===== config.mk =====
export PLATFORM = sky130hd
export DESIGN_NAME = rem_stream_tx
export DESIGN_NICKNAME = d
export VERILOG_FILES = /design/src/rtl/rem_stream_tx.sv
export SDC_FILE = /design/constraint.sdc
export NUM_CORES = 1
export LEC_CHECK = 0
export ABC_AREA = 1
export BUFFER_PORTS_ARGS = -buffer_cell sky130_fd_sc_hd__buf_4
export CORE_UTILIZATION = 57
export CTS_CLUSTER_SIZE = 28
export DETAILED_ROUTE_END_ITERATION = 6
export GPL_ROUTABILITY_DRIVEN = 0
export PLACE_DENSITY = 0.78
export SYNTH_ARGS = -nofsm -noshare
export SYNTH_HDL_FRONTEND = slang
export SYNTH_SLANG_ARGS = --single-unit

===== constraint.sdc =====
create_clock -name clk -period 2.4 [get_ports clk]
set_input_delay 0.48 -clock clk [delete_from_list [all_inputs] [get_ports clk]]
set_output_delay 0.48 -clock clk [all_outputs]
set_load 0.1 [all_outputs]

===== src/rtl/rem_stream_tx.sv =====
// rem_stream_tx: MSB-first serial transmitter with a running residue (din mod DIV).
// A word is taken through a load/ready handshake, driven one bit per clock on
// x_out/x_valid, and followed by a single DONE cycle that pulses done and
// publishes the residue of the completed word on rem_out.
module rem_stream_tx #(
  parameter int unsigned WIDTH = 8,
  parameter int unsigned DIV   = 3,
  parameter int unsigned REM_W = 2
) (
  input  logic             clk,
  input  logic             rst,
  input  logic             load,
  input  logic [WIDTH-1:0] din,
  output logic             ready,
  output logic             x_out,
  output logic             x_valid,
  output logic             done,
  output logic [REM_W-1:0] rem_out
);

  // Counter holds the number of bits still to be driven after the current one.
  localparam int unsigned CNT_W = (WIDTH > 1) ? $clog2(WIDTH) : 1;
  localparam logic [REM_W:0] DIV_V = (REM_W + 1)'(DIV);

  typedef enum logic [1:0] {
    IDLE,
    SHIFT,
    DONE
  } state_t;

  state_t           state;
  logic [WIDTH-1:0] shift_q;
  logic [CNT_W-1:0] cnt;
  logic [REM_W-1:0] res;

  // One residue step: (2*r + b) mod DIV. Since r < DIV, 2*r + b < 2*DIV, so one
  // conditional subtract in an REM_W+1-bit intermediate is enough.
  function automatic logic [REM_W-1:0] next_res(input logic [REM_W-1:0] r,
                                                input logic             b);
    logic [REM_W:0] t;
    t = {r, b};
    if (t >= DIV_V) begin
      t = t - DIV_V;
    end
    return t[REM_W-1:0];
  endfunction

  // Frame FSM with registered outputs. Outputs are computed from the state being
  // entered, so the MSB is on x_out in the cycle right after the accepting edge
  // and a load held through DONE starts the next frame with a single bubble.
  always_ff @(posedge clk or posedge rst) begin
    if (rst) begin
      state   <= IDLE;
      ready   <= 1'b1;
      x_out   <= 1'b0;
      x_valid <= 1'b0;
      done    <= 1'b0;
      rem_out <= '0;
      shift_q <= '0;
      cnt     <= '0;
      res     <= '0;
    end else begin
      done <= 1'b0;
      case (state)
        IDLE, DONE: begin
          ready   <= 1'b1;
          x_out   <= 1'b0;
          x_valid <= 1'b0;
          state   <= IDLE;
          if (load) begin
            // Drive the MSB now; the residue starts from zero folded with it.
            shift_q <= din << 1;
            x_out   <= din[WIDTH-1];
            x_valid <= 1'b1;
            ready   <= 1'b0;
            cnt     <= CNT_W'(WIDTH - 1);
            res     <= next_res('0, din[WIDTH-1]);
            state   <= SHIFT;
          end
        end
        SHIFT: begin
          if (cnt != '0) begin
            x_out   <= shift_q[WIDTH-1];
            shift_q <= shift_q << 1;
            cnt     <= cnt - CNT_W'(1);
            res     <= next_res(res, shift_q[WIDTH-1]);
          end else begin
            // Last bit has been on the line; close the frame.
            state   <= DONE;
            done    <= 1'b1;
            x_out   <= 1'b0;
            x_valid <= 1'b0;
            ready   <= 1'b1;
            rem_out <= res;
          end
        end
        default: begin
          state <= IDLE;
        end
      endcase
    end
  end

endmodule


# [Word level (Yosys, flattened, before mapping)]
# Cells that the tools add are included.
[op_classes] bitwise=1 n_lt_le_gt_ge=1 addsub=2 mux=24 n_eq_ne=5 reduce_logical=7
[op_table] operator="two-way mux 8 bit" n=2
[op_table] operator="case mux 8 bit (2 select lines)" n=1
[op_table] operator="two-way mux 1 bit" n=9
[op_table] operator="two-way mux 2 bit" n=4
[op_table] operator="case mux 2 bit (2 select lines)" n=2
[op_table] operator="two-way mux 3 bit" n=2
[op_table] operator="inequality test 2 bit, second input constant" n=3
[op_table] operator="case mux 1 bit (2 select lines)" n=3
[op_table] operator="case mux 3 bit (2 select lines)" n=1
[op_table] operator="AND reduction 2 bit" n=2
[op_table] operator=">= comparator 3 x 2 -> 1 bit, second input constant" n=1
[op_table] operator="AND reduction 3 bit" n=1
[op_table] operator="nonzero test 3 bit" n=1
[op_table] operator="subtractor 3 x 1 -> 3 bit, second input constant" n=1
[op_table] operator="== test 2 x 1 -> 1 bit, second input constant" n=1
[op_table] operator="== test 2 bit, second input constant" n=1
[op_table] operator="zero test 2 bit" n=1
[op_table] operator="nonzero test 2 bit" n=1
[op_table] operator="OR reduction 2 bit" n=1
[op_table] operator="subtractor 2 bit, second input constant" n=1
[op_table] operator="inverter 1 bit" n=1
[word_totals] wordCells=49 regBits=21 input_bits=11 output_inout_bits=6

# [Logic depth before layout (Yosys ltp)]
# Gate-level depths: netlist (run 1).
[depth] ltp_word=4 depth_mapped=8 depth_no_buf=8

# [Worst setup path after synthesis (run 1)]
# No wires, ideal clock.
[synth_path] path_kind="register to output" startpoint="register x_out" endpoint="output port x_out" arrival_ns=0.898 stages_incl_launch_ff=1 required_ns=1.920 setup_slack_ns=1.022 n_path_buf=0 path_cell_list="dfrtp_1"
[synth_rtl] item="start: declaration" line="15" text="output logic x_out,"
[synth_rtl] item="start signal: assignment" line="73" text="x_out <= din[WIDTH-1];"
[synth_rtl] item="start signal: assignment" line="83" text="x_out <= shift_q[WIDTH-1];"
# No word-level cell between the ends.

# [Final worst setup path (run 1)]
[layout_path] startpoint="register ready" endpoint="output port ready"
[layout_rtl] item="start: declaration" line="14" text="output logic ready,"
[layout_rtl] item="start signal: assignment" line="54" text="ready <= 1'b1;"
[layout_rtl] item="start signal: assignment" line="66" text="ready <= 1'b1;"
[layout_rtl] item="start signal: assignment" line="75" text="ready <= 1'b0;"
# No word-level cell between the ends.

==> results_tabular.tex, run 1 <==
\begin{tabular}{lr}
\hline
Metric & Value \\
\hline
\multicolumn{2}{l}{\textbf{Min path}} \\
\quad Class of the tightest hold or removal check & primary input to asynchronous set/reset pin \\
\multicolumn{2}{l}{\textbf{Global route}} \\
\quad Global-route wire length before repair & 2.80 mm \\
\quad Largest net degree at the start of global routing & 21 \\
\quad Overflow left after global routing & 0 \\
\quad Global-route usage over all layers & 20.3\% \\
\quad Vias in the first global route & 664 \\
\quad Antenna violations before repair & 0 \\
\multicolumn{2}{l}{\textbf{Timing}} \\
\quad Slew Limit Fails & 0 \\
\quad Worst Max-Slew Pin Slew & 0.736 ns \\
\quad Final setup skew & 0.0130 ns \\
\quad Unrepaired setup endpoints after global routing & false \\
\quad Final period utilization & 67.5\% \\
\quad Fmax achieved & 0.617 GHz \\
\quad Tmin final & 1.62 ns \\
\quad Max\_slew headroom & 50.9\% \\
\quad Total of endpoints with negative setup slack in the final report & 0 \\
\quad Final worst-path setup slack & 0.780 ns \\
\quad Hold Violations, Final & 0 \\
\quad Post-Route Hold Slack & 0.292 ns \\
\quad Final sum of negative setup slack & 0 ns \\
\multicolumn{2}{l}{\textbf{Placement}} \\
\quad \# placed instances & 145 \\
\quad Count of input and output buffers & 16 \\
\quad Setup slack after placement & 1.04 ns \\
\quad HPWL reported at the end of detailed placement & 1.18 mm \\
\multicolumn{2}{l}{\textbf{Floorplanning}} \\
\quad Horiz. Die Dim & 43.2 um \\
\quad Core Rows & 14 \\
\quad Total die area & 0.00187 sq mm \\
\quad I/O pin cnt & 17 \\
\quad Initial Utilization & 62.8\% \\
\quad Core region area & 0.00154 sq mm \\
\quad Die Height & 43.2 um \\
\multicolumn{2}{l}{\textbf{Critical path}} \\
\quad Cell type group with the largest total delay on the critical path & flip-flops \\
\quad Crit end category & primary output \\
\quad Largest fanout of any net on the critical path & 2 \\
\quad Critical path cell sequence & buf\_4 \\
\quad Worst path slowest cell & dfstp\_2 \\
\quad R2r setup slk & 1.00 ns \\
\quad Arrival time worst endpoint & 1.14 ns \\
\quad Highest cell delay on the worst timing path & 0.55 ns \\
\quad Type of element launching the critical path & register \\
\quad Worst path buffer plus inverter count & 1 \\
\quad Start-to-end type of the worst setup path & register to primary output \\
\quad Data required time of the worst path & 1.92 ns \\
\multicolumn{2}{l}{\textbf{Synthesis}} \\
\quad Gate count after technology mapping & 114 \\
\quad Mean post-synth cell area & 8.49 sq um \\
\quad Area of the mapped netlist & 968 sq um \\
\quad Synth warnings & 0 \\
\quad Top post-synthesis cells by area & dfrtp\_1 (49\%), nand2\_1 (14\%), inv\_1 (7.0\%), o21ai\_0 (5.7\%), ha\_1 (3.9\%) \\
\quad Netlist cell types & 18 \\
\quad Synthesized netlist net count & 128 \\
\quad Total of flip-flops plus latches after synthesis & 20 \\
\quad Area fraction of the dominant cell type after synthesis & 49.1\% \\
\quad Area leader, netlist & dfrtp\_1 \\
\quad Sequential cell area fraction in the yosys report & 51.8\% \\
\multicolumn{2}{l}{\textbf{Run status}} \\
\quad Run status & finished, final reports clean \\
\multicolumn{2}{l}{\textbf{Layout}} \\
\quad Commonest non-fill, non-tap cells in the layout & nand2\_1 (35), dfrtp\_1 (19), inv\_1 (18) \\
\quad Number of cells in the finished layout apart from fillers & 149 \\
\quad Most frequent standard cell in the layout excluding fill and tap cells & nand2\_1 \\
\quad Register area & 502 sq um \\
\quad Ratio of cells with drive above 1 in the final layout & 21.8\% \\
\quad Antenna Diode Count & 0 \\
\quad Number of fill cells & 125 \\
\quad Post-synthesis to final-layout area growth & 16.1\% \\
\quad Final Net Count & 148 \\
\quad Area occupied by multi-input gates & 375 sq um \\
\multicolumn{2}{l}{\textbf{Clock network}} \\
\quad Clock latency of the later-clocked register in the worst-skew pair & 0.30 ns \\
\quad Post-CTS Setup Bufs & 0 \\
\quad Count of hold buffers inserted by post-cts repair & 0 \\
\quad Count of H-tree levels built during CTS & 1 \\
\quad Clock buffers created by TritonCTS & 3 \\
\quad TritonCTS clock tree & built \\
\quad TritonCTS Sinks & 20 \\
\quad Clock buffer depth & 2 \\
\quad Resized Gates After CTS & 0 \\
\quad Cell at the root of the clock tree & clkbuf\_4 \\
\quad Clock-pin slew reported for the worst setup and hold paths after clock tree synthesis & 0.12 ns \\
\multicolumn{2}{l}{\textbf{Route}} \\
\quad Final routed wire length divided by cell count & 10.9 um \\
\quad Drt first-iter violations & 9 \\
\quad Count of nets left with antenna violations after detail routing & 0 \\
\quad Drt pass-1 iters & 4 \\
\quad Vias after detailed routing & 754 \\
\quad Residual DRC count & 0 \\
\quad Via density & 5.06 \\
\quad Total detailed-routing wirelength & 1.63 mm \\
\multicolumn{2}{l}{\textbf{Run}} \\
\quad Max Cap Violations & 0 \\
\hline
\end{tabular}
==> routing by layer <==
layer  up-vias  track usage, %  share of wire [%]
met5         -               0                  0
met4         0            9.09                1.8
met2        24            31.9                 48
met3         5            2.55                6.3
li1        393               -                  -
met1       332            28.0                 44
==> cell usage after synthesis <==
library cell and instances:
nand2_1 35, o211ai_2 1, nor2_1 10, ha_1 3, nand3_1 3, inv_2 1
nand2_2 1, a21oi_1 3, buf_12 1, nand2_4 1, o21ai_2 2, dfstp_2 1
inv_1 18, a22oi_1 1, dfrtp_1 19, o22ai_1 1, o21ai_0 11, nor2_4 2
==> final timing paths <==
| path | endpoint | start | depth (start not counted) |
|---|---|---|---|
| worst max-delay path | ready | ready$_DFFE_PP1P_ | 1 |
| min in group clk | shift_q[1]$_DFFE_PP0P_ | din[0] | 3 |
| worst min-delay path | x_valid$_DFFE_PP0P_ | rst | 2 |
| worst max register to register | rem_out[1]$_DFFE_PP0P_ | cnt[0]$_DFFE_PP0P_ | 7 |
| worst min register to register | shift_q[5]$_DFFE_PP0P_ | shift_q[5]$_DFFE_PP0P_ | 2 |
| max in group asynchronous | shift_q[7]$_DFFE_PP0P_ | rst | 2 |
==> layout make-up <==
type	count	share of cell area, %
well taps	16	1.78
flip-flops and latches	20	44.6
repair buffers	16	10.7
multi-input cells	74	33.4
inverters	19	6.34
clock buffers	4	3.23
==> registers in the layout, indices dropped and copies added (netlist names) <==
signal and flops:
cnt 3, res 2, ready 1, state 2, done 1, x_out 1
rem_out 2, x_valid 1, shift_q 7
==> per-stage QoR <==
step                util, %  area [sq um]
CTS                    73.0          1120
finish                 73.0          1120
global placement       70.6          1090
floorplan                 -           968
global route           73.0          1120
detailed placement     70.6          1090
==> cells by family after synthesis <==
family | share of synthesized area [%]
adders and majority gates | 3.88
buffers and inverters | 9.43
AOI/OAI and AO/OA | 11.8
and+or+nand+nor | 23.1
DFF | 51.8
Power of run 1 is left out: the tool's default activity adds up to more than one toggle a clock period on the data nets, which glitch-free logic cannot reach.
==> run 2, diff against run 1 <==
--- a/config.mk
+++ b/config.mk
@@ -7,11 +7,11 @@
 export LEC_CHECK = 0
 export ABC_AREA = 1
 export BUFFER_PORTS_ARGS = -buffer_cell sky130_fd_sc_hd__buf_4
-export CORE_UTILIZATION = 57
+export CORE_UTILIZATION = 53
 export CTS_CLUSTER_SIZE = 28
 export DETAILED_ROUTE_END_ITERATION = 6
 export GPL_ROUTABILITY_DRIVEN = 0
-export PLACE_DENSITY = 0.78
+export PLACE_DENSITY = 0.73
 export SYNTH_ARGS = -nofsm -noshare
 export SYNTH_HDL_FRONTEND = slang
 export SYNTH_SLANG_ARGS = --single-unit
==> constraint.sdc (replaced) <==
create_clock -name clk -period 1.51 [get_ports clk]
set_input_delay 0.302 -clock clk [delete_from_list [all_inputs] [get_ports clk]]
set_output_delay 0.302 -clock clk [all_outputs]
set_load 0.1 [all_outputs]
==> run 2 against run 1 <==
  * The flow now finishes with violations (negative hold slack)
  * Via count fell by 1.5%
  * Clock skew down 0.0031 ns
  * Wire length is 0.43% lower
  * Hold slack worse by 0.30 ns
  * Count of clock-buffer cells in the layout fell by 1
  * Setup slack worse by 0.69 ns
  * Final cell count rose by 6.7%
  * Non-clock buffer count is 1 higher
  * Global-route usage down 2.0 points
  * Cell area is 3.1% higher
  * Largest cell class unchanged
==> results_tabular.tex, run 2 (synthesis gave the netlist of run 1 again) <==
\begin{tabular}{lr}
\hline
Metric & Value \\
\hline
\multicolumn{2}{l}{\textbf{Run status}} \\
\quad Run status & finished with violations \\
\quad Failing checks & negative hold slack \\
\multicolumn{2}{l}{\textbf{Clock network}} \\
\quad Clock buffer depth & 2 (unchanged) \\
\quad Clock buffers created by TritonCTS & 3 (unchanged) \\
\quad Resized Gates After CTS & 0 (unchanged) \\
\quad Count of H-tree levels built during CTS & 1 (unchanged) \\
\quad Post-CTS Setup Bufs & 0 (unchanged) \\
\quad TritonCTS clock tree & built \\
\quad Clock-pin slew reported for the worst setup and hold paths after clock tree synthesis & 0.12 ns (about the same) \\
\quad Cell at the root of the clock tree & clkbuf\_4 \\
\quad Clock latency of the later-clocked register in the worst-skew pair & 0.30 ns (about the same) \\
\quad Count of hold buffers inserted by post-cts repair & 0 (unchanged) \\
\quad TritonCTS Sinks & 20 (unchanged) \\
\multicolumn{2}{l}{\textbf{Timing}} \\
\quad Post-Route Hold Slack & -0.00818 ns (-0.300 ns) \\
\quad Final setup skew & 0.00990 ns (-0.00314 ns) \\
\quad Fmax achieved & 0.703 GHz \\
\quad Worst Max-Slew Pin Slew & 0.462 ns (-0.274 ns) \\
\quad Total of endpoints with negative setup slack in the final report & 0 (unchanged) \\
\quad Tmin final & 1.42 ns \\
\quad Unrepaired setup endpoints after global routing & false \\
\quad Slew Limit Fails & 0 (unchanged) \\
\quad Final period utilization & 94.1\% \\
\quad Hold Violations, Final & 9 (+9) \\
\quad Max\_slew headroom & 69.2\% (+18 points) \\
\quad Final sum of negative setup slack & 0 ns (unchanged) \\
\quad Final worst-path setup slack & 0.0884 ns (-0.692 ns) \\
\multicolumn{2}{l}{\textbf{Layout}} \\
\quad Register ranked first by flip-flop count & shift\_q \\
\quad Commonest non-fill, non-tap cells in the layout & nand2\_1 (35), dfrtp\_1 (19), inv\_1 (18) \\
\quad Most frequent standard cell in the layout excluding fill and tap cells & nand2\_1 \\
\quad Ratio of cells with drive above 1 in the final layout & 22.4\% (+0.58 points) \\
\quad Post-synthesis to final-layout area growth & 19.8\% \\
\quad Registers with the most flip-flops & shift\_q: 7 flops, cnt: 3 flops \\
\quad Final Net Count & 149 (+0.68\%) \\
\quad Antenna Diode Count & 0 (unchanged) \\
\quad Max FFs per register & 7 (unchanged) \\
\multicolumn{2}{l}{\textbf{Global route}} \\
\quad Largest net degree at the start of global routing & 17 (-19\%) \\
\quad Global-route usage over all layers & 18.4\% (-2.0 points) \\
\quad Overflow left after global routing & 0 (unchanged) \\
\quad Vias in the first global route & 632 (-4.8\%) \\
\quad Global-route wire length before repair & 2.60 mm (-7.1\%) \\
\quad Antenna violations before repair & 0 (unchanged) \\
\multicolumn{2}{l}{\textbf{Route}} \\
\quad Drt pass-1 iters & 4 (unchanged) \\
\quad Via density & 4.67 (-7.7\%) \\
\quad Vias after detailed routing & 743 (-1.5\%) \\
\quad Residual DRC count & 0 (unchanged) \\
\quad Final routed wire length divided by cell count & 10.2 um (-6.7\%) \\
\quad Count of nets left with antenna violations after detail routing & 0 (unchanged) \\
\quad Total detailed-routing wirelength & 1.62 mm (-0.43\%) \\
\quad Drt first-iter violations & 16 (+7) \\
\multicolumn{2}{l}{\textbf{Floorplanning}} \\
\quad I/O pin cnt & 17 (unchanged) \\
\quad Initial Utilization & 56.1\% (-6.7 points) \\
\quad Total die area & 0.00200 sq mm (+7.2\%) \\
\quad Core Rows & 15 (+1) \\
\quad Die Height & 44.7 um (+3.5\%) \\
\quad Core region area & 0.00173 sq mm (+12\%) \\
\quad Horiz. Die Dim & 44.7 um (+3.5\%) \\
\multicolumn{2}{l}{\textbf{Critical path}} \\
\quad Largest fanout of any net on the critical path & 2 (unchanged) \\
\quad Cell type group with the largest total delay on the critical path & flip-flops \\
\quad Start-to-end type of the worst setup path & register to primary output \\
\quad Data required time of the worst path & 1.21 ns (-0.71 ns) \\
\quad Critical path cell sequence & buf\_4 \\
\quad Type of element launching the critical path & register \\
\quad Highest cell delay on the worst timing path & 0.54 ns (about the same) \\
\quad Worst path buffer plus inverter count & 1 (unchanged) \\
\quad Crit end category & primary output \\
\quad Arrival time worst endpoint & 1.12 ns (-0.02 ns) \\
\quad Worst path slowest cell & dfstp\_2 \\
\multicolumn{2}{l}{\textbf{Run}} \\
\quad Max Cap Violations & 0 (unchanged) \\
\multicolumn{2}{l}{\textbf{Min path}} \\
\quad Class of the tightest hold or removal check & primary input to asynchronous set/reset pin \\
\multicolumn{2}{l}{\textbf{Placement}} \\
\quad HPWL reported at the end of detailed placement & 1.19 mm (+1.4\%) \\
\quad Setup slack after placement & 0.155 ns (-0.883 ns) \\
\quad Count of input and output buffers & 16 (unchanged) \\
\hline
\end{tabular}
run 2: path summary, 6_finish.rpt:
| path | startpoint | endpoint | slack [ns] | cells past startpoint |
|---|---|---|---|---|
| worst min-delay path | rst | state[1]$_DFFE_PP0P_ | -0.008 | 2 |
| max in group asynchronous | rst | cnt[0]$_DFFE_PP0P_ | 1.02 | 3 |
| worst max-delay path | ready$_DFFE_PP1P_ | ready | 0.09 | 1 |
| worst max register to register | cnt[0]$_DFFE_PP0P_ | rem_out[1]$_DFFE_PP0P_ | 0.16 | 7 |
| min in group clk | din[0] | shift_q[1]$_DFFE_PP0P_ | 0.20 | 3 |
| worst min register to register | shift_q[5]$_DFFE_PP0P_ | shift_q[5]$_DFFE_PP0P_ | 0.49 | 2 |
run 2: layer usage:
layer  global-route usage [%]  vias up  part of all wire, %
met5                        0        -                    0
met4                     10.9        0                  1.8
met3                     2.40        4                  3.6
met2                     27.4       18                   45
met1                     25.7      329                   49
li1                         -      392                    -
run 2: layout make-up:
class                      instances  area [sq um]
fill                             158           567
sequential                        20           502
multi-input combinational         74           375
timing repair buffer              17           128
inverter                          19          71.3
tap                               25          31.3
clock inverter                     1          30.0
clock buffer                       3          22.5
run 2: metrics by stage:
| step | area (sq um) | instances | hold WS (ns) | util [%] |
|---|---|---|---|---|
| after global placement | 1110 | 155 | 0.338 | 64.1 |
| after CTS | 1160 | 159 | 0.00232 | 67.2 |
| final | 1160 | 159 | -0.00818 | 67.2 |
| after detailed placement | 1110 | 155 | 0.343 | 64.1 |
| after floorplan | 968 | 114 | 0.265 | - |
| after global routing | 1160 | 159 | 0.0236 | 67.2 |
Power of run 2 is left out for the same reason.
